==> config.mk <==
export PLATFORM = sky130hd
export DESIGN_NAME = ttt_turn_controller
export DESIGN_NICKNAME = d
export VERILOG_FILES = /design/src/rtl/ttt_pkg.sv /design/src/rtl/ttt_turn_timer.sv /design/src/rtl/ttt_turn_controller.sv
export SDC_FILE = /design/constraint.sdc
export NUM_CORES = 1
export LEC_CHECK = 0
export CAP_MARGIN = 15
export CORE_MARGIN = 2
export CORE_UTILIZATION = 49
export DETAILED_ROUTE_END_ITERATION = 10
export GPL_TIMING_DRIVEN = 1
export PLACE_DENSITY = 0.87
export SETUP_SLACK_MARGIN = 0.05
export SKIP_LAST_GASP = 1
export SYNTH_ARGS = -nofsm -noshare
export SYNTH_HDL_FRONTEND = slang
export SYNTH_SLANG_ARGS = --single-unit
==> constraint.sdc <==
create_clock -name clk_i -period 2.1 [get_ports clk_i]
set_input_delay 0.42 -clock clk_i [delete_from_list [all_inputs] [get_ports clk_i]]
set_output_delay 0.42 -clock clk_i [all_outputs]
set_load 0.01 [all_outputs]
==> src/rtl/ttt_pkg.sv <==
// Shared types and constants for the tic-tac-toe turn controller.
package ttt_pkg;

    typedef logic [1:0] cell_t;

    localparam cell_t CELL_EMPTY = 2'b00;
    localparam cell_t CELL_P0    = 2'b10;
    localparam cell_t CELL_P1    = 2'b11;

    localparam int BOARD_CELLS = 9;

    typedef logic [BOARD_CELLS-1:0][1:0] board_t;

    typedef enum logic [1:0] {
        IDLE,
        WAIT_MOVE,
        CHECK,
        GAME_OVER
    } state_t;

endpackage

==> src/rtl/ttt_turn_timer.sv <==
// Per-turn countdown: a prescaler ticking seconds and a seconds down-counter
// that raises a one-cycle timeout when the last second elapses.
module ttt_turn_timer #(
    parameter int CYCLES_PER_SEC = 50_000_000,
    parameter int TURN_SECONDS   = 10
) (
    input  logic       clk,
    input  logic       rst,
    input  logic       reload,
    input  logic       enable,
    output logic [3:0] secs_left,
    output logic       timeout
);

    localparam int PRE_W = (CYCLES_PER_SEC > 1) ? $clog2(CYCLES_PER_SEC) : 1;
    localparam logic [PRE_W-1:0] PRE_MAX   = PRE_W'(CYCLES_PER_SEC - 1);
    localparam logic [3:0]       SECS_INIT = 4'(TURN_SECONDS);

    logic [PRE_W-1:0] presc;
    logic [3:0]       secs;
    logic             wrap;

    assign wrap      = enable && (presc == PRE_MAX);
    assign timeout   = wrap && (secs == 4'd1);
    assign secs_left = secs;

    // The counter holds at 1 on timeout; the controller reloads it afterwards.
    always_ff @(posedge clk) begin
        if (rst || reload) begin
            presc <= '0;
            secs  <= SECS_INIT;
        end else if (enable) begin
            if (wrap) begin
                presc <= '0;
                if (secs > 4'd1) secs <= secs - 4'd1;
            end else begin
                presc <= presc + 1'b1;
            end
        end
    end

endmodule

==> src/rtl/ttt_turn_controller.sv <==
// Tic-tac-toe turn controller: owns the board, alternates players, auto-plays
// on turn timeout and latches the result reported by the end detector.
module ttt_turn_controller
    import ttt_pkg::*;
#(
    parameter int CYCLES_PER_SEC = 50_000_000,
    parameter int TURN_SECONDS   = 10
) (
    input  logic            clk_i,
    input  logic            rst_i,
    input  logic            start_i,
    input  logic            move_valid_i,
    input  logic [3:0]      move_pos_i,
    input  logic            game_end_i,
    input  logic            tie_i,
    input  logic            winner_i,
    output logic [8:0][1:0] board_o,
    output logic            player_o,
    output logic            move_ack_o,
    output logic            move_reject_o,
    output logic            auto_move_o,
    output logic [3:0]      secs_left_o,
    output logic            game_over_o,
    output logic            tie_o,
    output logic            winner_o
);

    state_t state_q, state_n;
    board_t board_q, board_n;
    logic   player_q, player_n;
    logic   ack_q, ack_n, rej_q, rej_n, auto_q, auto_n;
    logic   tie_q, tie_n, winner_q, winner_n;

    logic       tmr_reload, tmr_enable, timeout;
    logic       has_empty, cell_occ, wr_en;
    logic [3:0] first_idx, wr_idx;

    ttt_turn_timer #(
        .CYCLES_PER_SEC(CYCLES_PER_SEC),
        .TURN_SECONDS  (TURN_SECONDS)
    ) u_timer (
        .clk      (clk_i),
        .rst      (rst_i),
        .reload   (tmr_reload),
        .enable   (tmr_enable),
        .secs_left(secs_left_o),
        .timeout  (timeout)
    );

    // Lowest-index empty cell, used as the forced move on timeout.
    always_comb begin
        has_empty = 1'b0;
        first_idx = '0;
        for (int i = BOARD_CELLS - 1; i >= 0; i--) begin
            if (!board_q[i][1]) begin
                has_empty = 1'b1;
                first_idx = 4'(i);
            end
        end
    end

    always_comb begin
        cell_occ = 1'b0;
        for (int i = 0; i < BOARD_CELLS; i++) begin
            if (move_pos_i == 4'(i)) cell_occ = board_q[i][1];
        end
    end

    always_comb begin
        state_n    = state_q;
        board_n    = board_q;
        player_n   = player_q;
        ack_n      = 1'b0;
        rej_n      = 1'b0;
        auto_n     = 1'b0;
        tie_n      = tie_q;
        winner_n   = winner_q;
        tmr_reload = 1'b0;
        tmr_enable = 1'b0;
        wr_en      = 1'b0;
        wr_idx     = '0;

        case (state_q)
            IDLE: begin
                tmr_reload = 1'b1;
                if (start_i) begin
                    board_n  = {BOARD_CELLS{CELL_EMPTY}};
                    player_n = 1'b0;
                    state_n  = WAIT_MOVE;
                end
            end
            WAIT_MOVE: begin
                tmr_enable = 1'b1;
                if (move_valid_i && (move_pos_i <= 4'd8) && !cell_occ) begin
                    wr_en   = 1'b1;
                    wr_idx  = move_pos_i;
                    ack_n   = 1'b1;
                    state_n = CHECK;
                end else begin
                    rej_n = move_valid_i;
                    if (timeout) begin
                        wr_en   = has_empty;
                        wr_idx  = first_idx;
                        ack_n   = has_empty;
                        auto_n  = has_empty;
                        state_n = CHECK;
                    end
                end
            end
            CHECK: begin
                if (game_end_i) begin
                    tie_n    = tie_i;
                    winner_n = winner_i & ~tie_i;
                    state_n  = GAME_OVER;
                end else begin
                    player_n   = ~player_q;
                    tmr_reload = 1'b1;
                    state_n    = WAIT_MOVE;
                end
            end
            GAME_OVER: begin
                if (start_i) begin
                    board_n    = {BOARD_CELLS{CELL_EMPTY}};
                    player_n   = 1'b0;
                    tie_n      = 1'b0;
                    winner_n   = 1'b0;
                    tmr_reload = 1'b1;
                    state_n    = WAIT_MOVE;
                end
            end
            default: state_n = IDLE;
        endcase

        for (int i = 0; i < BOARD_CELLS; i++) begin
            if (wr_en && (wr_idx == 4'(i))) board_n[i] = player_q ? CELL_P1 : CELL_P0;
        end
    end

    always_ff @(posedge clk_i) begin
        if (rst_i) begin
            state_q  <= IDLE;
            board_q  <= {BOARD_CELLS{CELL_EMPTY}};
            player_q <= 1'b0;
            ack_q    <= 1'b0;
            rej_q    <= 1'b0;
            auto_q   <= 1'b0;
            tie_q    <= 1'b0;
            winner_q <= 1'b0;
        end else begin
            state_q  <= state_n;
            board_q  <= board_n;
            player_q <= player_n;
            ack_q    <= ack_n;
            rej_q    <= rej_n;
            auto_q   <= auto_n;
            tie_q    <= tie_n;
            winner_q <= winner_n;
        end
    end

    assign board_o       = board_q;
    assign player_o      = player_q;
    assign move_ack_o    = ack_q;
    assign move_reject_o = rej_q;
    assign auto_move_o   = auto_q;
    assign game_over_o   = (state_q == GAME_OVER);
    assign tie_o         = tie_q;
    assign winner_o      = winner_q;

endmodule

## Word level (Yosys, flattened, before mapping)

Cells that the tools add are included.

| word-level totals | value |
|---|---|
| flip-flop bits (word level) | 56 |
| bits of input ports | 11 |

| cells by class | value |
|---|---|
| bitwise logic cells | 4 |
| $lt $le $gt $ge | 2 |
| muxes and demuxes | 62 |
| $add $sub $neg | 2 |
| reductions and logical operators | 53 |
| eq/ne operators | 26 |

Operators by type and width:

| operator | count |
|---|---|
| two-way mux 4 bit | 12 |
| nonzero test 2 bit | 20 |
| two-way mux 18 bit | 2 |
| == test 4 x 3 -> 1 bit (second input constant) | 8 |
| two-way mux 1 bit | 29 |
| adder 26 x 1 -> 26 bit (second input constant) | 1 |
| == test 26 bit (second input constant) | 1 |
| two-way mux 2 bit | 13 |
| two-way mux 26 bit | 1 |
| AND reduction 2 bit | 10 |
| == test 4 x 2 -> 1 bit (second input constant) | 4 |
| logical AND 1 bit | 13 |
| == test 4 x 1 -> 1 bit (second input constant) | 3 |
| AND reduction 3 bit | 3 |
| == test 4 bit (second input constant) | 2 |
| zero test 4 bit | 2 |
| != test 2 bit (second input constant) | 3 |
| one-hot mux 1 bit (2 select lines) | 3 |
| one-hot mux 2 bit (3 select lines) | 1 |
| == test 2 bit (second input constant) | 2 |
| greater-than comparator 4 x 1 -> 1 bit (second input constant) | 1 |
| less-or-equal comparator 4 bit (second input constant) | 1 |
| subtractor 4 x 1 -> 4 bit (second input constant) | 1 |
| != test 3 bit (second input constant) | 1 |
| other kinds (10) | 12 |

## Longest topological paths before layout

| logic depth | value |
|---|---|
| depth after elaboration | 18 |
| gate-level depth with buffers | 9 |
| depth with buffers taken out | 8 |

## By module

Synthesis repeated with hierarchy kept, for this count alone.

| second synthesis, totals | value |
|---|---|
| cell total of the unflattened synthesis | 359 |
| area, all modules | 3090.5 µm² |

Modules (own cells, without submodules):

| module | times used | area an instance (µm²) | cells each |
|---|---|---|---|
| ttt_turn_controller | 1 | 1596.5 | 182 |
| ttt_turn_timer | 1 | 1493.9 | 177 |

## Worst setup path before layout

OpenSTA, ideal clock, no wires.

| path | value |
|---|---|
| path type | reg-to-reg |
| start | reg u_timer.secs[0], in the netlist u_timer.secs_left[0] |
| end | reg board_q, in the netlist board_o[8] |
| arrival | 2.285 ns |
| slack | -0.256 ns |
| data required time | 2.028 ns |
| cell stages (with the launch flop) | 8 |
| setup time | 0.072 ns |
| path buffers | 0 |
| clock period less this slack | 2.356 ns |
| cells stage by stage | dfxtp_1 -> ha_1 -> or3b_1 -> nor4_1 -> o2111ai_1 -> a211o_1 -> nand4_1 -> mux2i_1 |

| on the way | value |
|---|---|
| longest elaborated chain between the ends | 9 |
| elaborated cells on any way between the ends | 14 |
| those cells by class | 2 x eq/ne; 7 x mux; 5 x reduce/logical |

Ends and longest elaborated chain:

| what | RTL line | source |
|---|---|---|
| from (decl) | ttt_turn_timer.sv:20 | `logic [3:0] secs;` |
| from (signal assigned) | ttt_turn_timer.sv:35 | `if (secs > 4'd1) secs <= secs - 4'd1;` |
| == test 4 x 1 -> 1 bit (*) | ttt_turn_timer.sv:24 | `assign timeout = wrap && (secs == 4'd1);` |
| logical AND 1 bit (*) | ttt_turn_timer.sv:24 |  |
| two-way mux 4 bit | ttt_turn_controller.sv:101 | `if (timeout) begin` |
| two-way mux 4 bit | ttt_turn_controller.sv:94 | `if (move_valid_i && (move_pos_i <= 4'd8) && !cell_occ) begin` |
| two-way mux 4 bit | ttt_turn_controller.sv:83 | `case (state_q)` |
| == test 4 x 3 -> 1 bit | ttt_turn_controller.sv:135 | `if (wr_en && (wr_idx == 4'(i))) board_n[i] = player_q ? CELL_P1 : CELL_P0;` |
| logical AND 1 bit (*) | ttt_turn_controller.sv:135 |  |
| nonzero test 2 bit (no line) | n/a |  |
| AND reduction 2 bit (no line) | n/a |  |
| to (signal assigned) | ttt_turn_controller.sv:142 | `board_q <= {BOARD_CELLS{CELL_EMPTY}};` |
| to (signal assigned) | ttt_turn_controller.sv:151 | `board_q <= board_n;` |
| to (decl) | ttt_turn_controller.sv:29 | `board_t board_q, board_n;` |

Every way passes the cells marked *; elsewhere a longest branch is shown, timed or not.
A chain may end at the register's enable or synchronous reset.

## Final worst setup path

| path | value |
|---|---|
| start | reg u_timer.secs[1], in the netlist u_timer.secs_left[1] |
| end | reg board_q, in the netlist board_o[8] |

Same word-level chain as after synthesis.

==> flow_summary.ini <==
[pwr]
p_per_area_nw_per_um2 = 640
total_power_mw = 2.54
p_int_mw = 1.73
pwr-share-clk_pct = 28.8
switching_power_mw = 0.811
power.leakage_nw = 1.47
switching_share_pct = 31.9
max-vdd-ir-drop_uv = 373
p_seq_share_pct = 44.0
combPwrFrac_pct = 27.3

[route]
drc = 0
detail-route-antenna-nets = 0
firstDrtPassIters = 4
vias = 2745
wirelength_um = 8020
vias_per_cell = 5.66
dr.first_iter.drc_count = 240
routedWlPerCell_um = 16.5

[worst_setup_path]
slowest_stage = or4_4
crit_fanout = 4
critPathKind = reg2reg
crit_chain = inv_2 > ha_4 > or3b_4 > or4_4 > nor4b_4 > mux2_4 > nand4_1 > mux2i_1
critPathBufInv = 1
cpLargestDelayFamily = simple AND/OR/NAND/NOR gates
start_kind = register
slowest_delay_ps = 500
arrival_ps = 2520
endpoint_kind = register
cp.required_ps = 2300

[global_route]
grt_max_degree = 24
grt_usage_pct = 25.2
first_global_vias = 2696
use_met1_pct = 28.9
use_met2_pct = 44.7
antenna_found_initial = 0
use_met3_pct = 5.57
grt_pass1_wl_um = 12500
grt.busiest_layer = met2
overflow = 0

[clock_tree]
max-clock-path-buffers = 2
cts_tree = built
cts_made_buffers = 5
numClockSinks = 56
cts.reportedPaths.clkPinSlew_ps = 110
cts_root_buffer = clkbuf_8
cts_max_level = 2
clock_latency_ps = 320
hold_buffers = 0

[timing]
fin_setup_tns_ps = -2050
period_share_pct = 110
setup-violations-final = 18
clock.fmax_ghz = 0.432
fin_skew_ps = 10.7
relSlewSlack_pct = 51.3
layout_setup_ws_ps = -217
rsz0062_at_grt = true
hold_viol_final = 0
period_needed_ps = 2320
worst_slew_pin_slew_ps = 731
drv_slew = 0

[finish]
mostFrequentLayoutCells = 53 x dfxtp_1, 49 x buf_4, 43 x nand2_1, 36 x clkdlybuf4s50_1, 34 x nor2_1
fin_cells = 485
nNetsFinal = 429
post-route-cell-area_sq_um = 3970
layout-area-overhead-vs-synth_pct = 43.0
final_common_cell = dfxtp_1
num_antenna_cells = 0
fillers = 357
layout-drive-gt1-share_pct = 27.1

[yosys]
syn_area_per_cell_sq_um = 8.64
synth_edf_count = 0
synth_top_flop_cell = dfxtp_1
ys_seq_elements = 56
synth.distinct_cells = 50
seq_area_frac_synth_pct = 40.4
synthCells = 321
synth_nets = 338
yosys_warnings = 0
synthesis.area_sq_um = 2770
async_flop_share_pct = 0

[floorplan]
core_sq_um = 5470
die_width_um = 79.2
rows = 27
initial_core_util_pct = 50.7
fp.dieH_um = 79.2
pin_count = 40
die_area_sq_um = 6280

[run]
drv_cap = 0

[placed_design]
dp_hpwl_um = 5300
placed_cell_area_sq_um = 3620
dpl.cell_count = 469
io_buffers = 39
gp_congestion = 0.964
dp_slack_ps = -764

[run_status]
status = finished, violations left
violations = negative setup slack

[hold_path]
hold_path.class = reg2reg
==> cell usage after synthesis, drive strengths merged, types with 4 or more instances <==
cell type / count / share of area [%]
dfxtp: 56 / 40
o21ai: 7 / 1.4
and4: 4 / 1.3
and3: 4 / 0.90
or3: 5 / 1.3
clkbuf: 5 / 0.68
nor4: 4 / 1.1
nand2: 43 / 5.8
mux2: 5 / 2.2
a21oi: 24 / 4.3
xor2: 15 / 4.7
xnor2: 8 / 2.5
nor3: 8 / 1.4
mux2i: 13 / 5.1
ha: 6 / 2.7
nor2: 35 / 4.7
inv: 9 / 1.2
nand4: 11 / 2.7
nand3: 19 / 3.4
nand2b: 7 / 1.6
==> worst register-to-register path: cells and delay by family, from the launching register on <==
kind | cells | cell delay, ps
simple gates | 4 | 1300
mux | 2 | 390
flops | 1 | 330
fa+ha+maj | 1 | 130
buf+inv | 1 | 70
==> routing by layer <==
| metal | vias to the layer above | share of wire (%) |
|---|---|---|
| li1 | 1310 | - |
| met1 | 1298 | 40 |
| met2 | 102 | 52 |
| met3 | 35 | 5.1 |
| met4 | 0 | 3.7 |
| met5 | - | 0 |
==> path summary, 6_finish.rpt <==
| kind | from | to | slack, ps | cells past startpoint |
|---|---|---|---|---|
| worst min-delay path | tie_o$_SDFFE_PP0P_ | tie_o$_SDFFE_PP0P_ | 470 | 2 |
| worst min register to register | tie_o$_SDFFE_PP0P_ | tie_o$_SDFFE_PP0P_ | 470 | 2 |
| worst max register to register | u_timer.secs_left[1]$_SDFFE_PP1P_ | board_o[8]$_SDFFE_PP0P_ | -220 | 8 |
| worst max-delay path | u_timer.secs_left[1]$_SDFFE_PP1P_ | board_o[8]$_SDFFE_PP0P_ | -220 | 8 |
==> what timing repair did <==
action,CTS,global route
gates cloned,0,0
endpoints found under the setup margin,23,31
pin swaps,7,7
buffers inserted,4,4
resized for setup,20,18
==> kinds of logic after synthesis <==
logic type | count (synthesis) | synth area share [%]
xor+xnor | 23 | 7.26
buf+inv | 17 | 2.57
simple gates | 155 | 28.7
compound gates | 45 | 10.2
mux | 19 | 8.12
flops | 56 | 40.4
fa+ha+maj | 6 | 2.71
==> flip-flops by register name, indices dropped and copies added, names as in the netlist <==
register and cells:
board_o 18, winner_o 1, move_ack_o 1, u_timer.presc 26, state_q 2, move_reject_o 1, tie_o 1, u_timer.secs_left 4
auto_move_o 1, player_o 1
==> cell type report <==
cell class                 count  area (sq um)  share of cell area (%)
inverter                       9          33.8                   0.851
multi-input combinational    248          1790                    45.0
clock inverter                 3          47.5                    1.20
tap                           72          90.1                    2.27
sequential                    56          1130                    28.4
timing repair buffer          92           815                    20.5
clock buffer                   5          68.8                    1.73
==> through the flow <==
step                      hold slack [ps]  util (%)
after floorplan                       458         -
after global placement                443      66.1
after detailed placement              462      66.1
after CTS                             478      70.3
after global routing                  489      72.5
final                                 473      72.5
==> power by group through the flow <==
stage,Combinational (mW),Sequential (mW),Clock [mW]
floorplan,0.357,1.15,0
global placement,0.582,1.14,0
finish,0.693,1.12,0.731
global route,0.747,1.12,0.779
detailed placement,0.594,1.14,0
CTS,0.609,1.11,0.729
No activity file was read; power rests on OpenSTA's default activity.
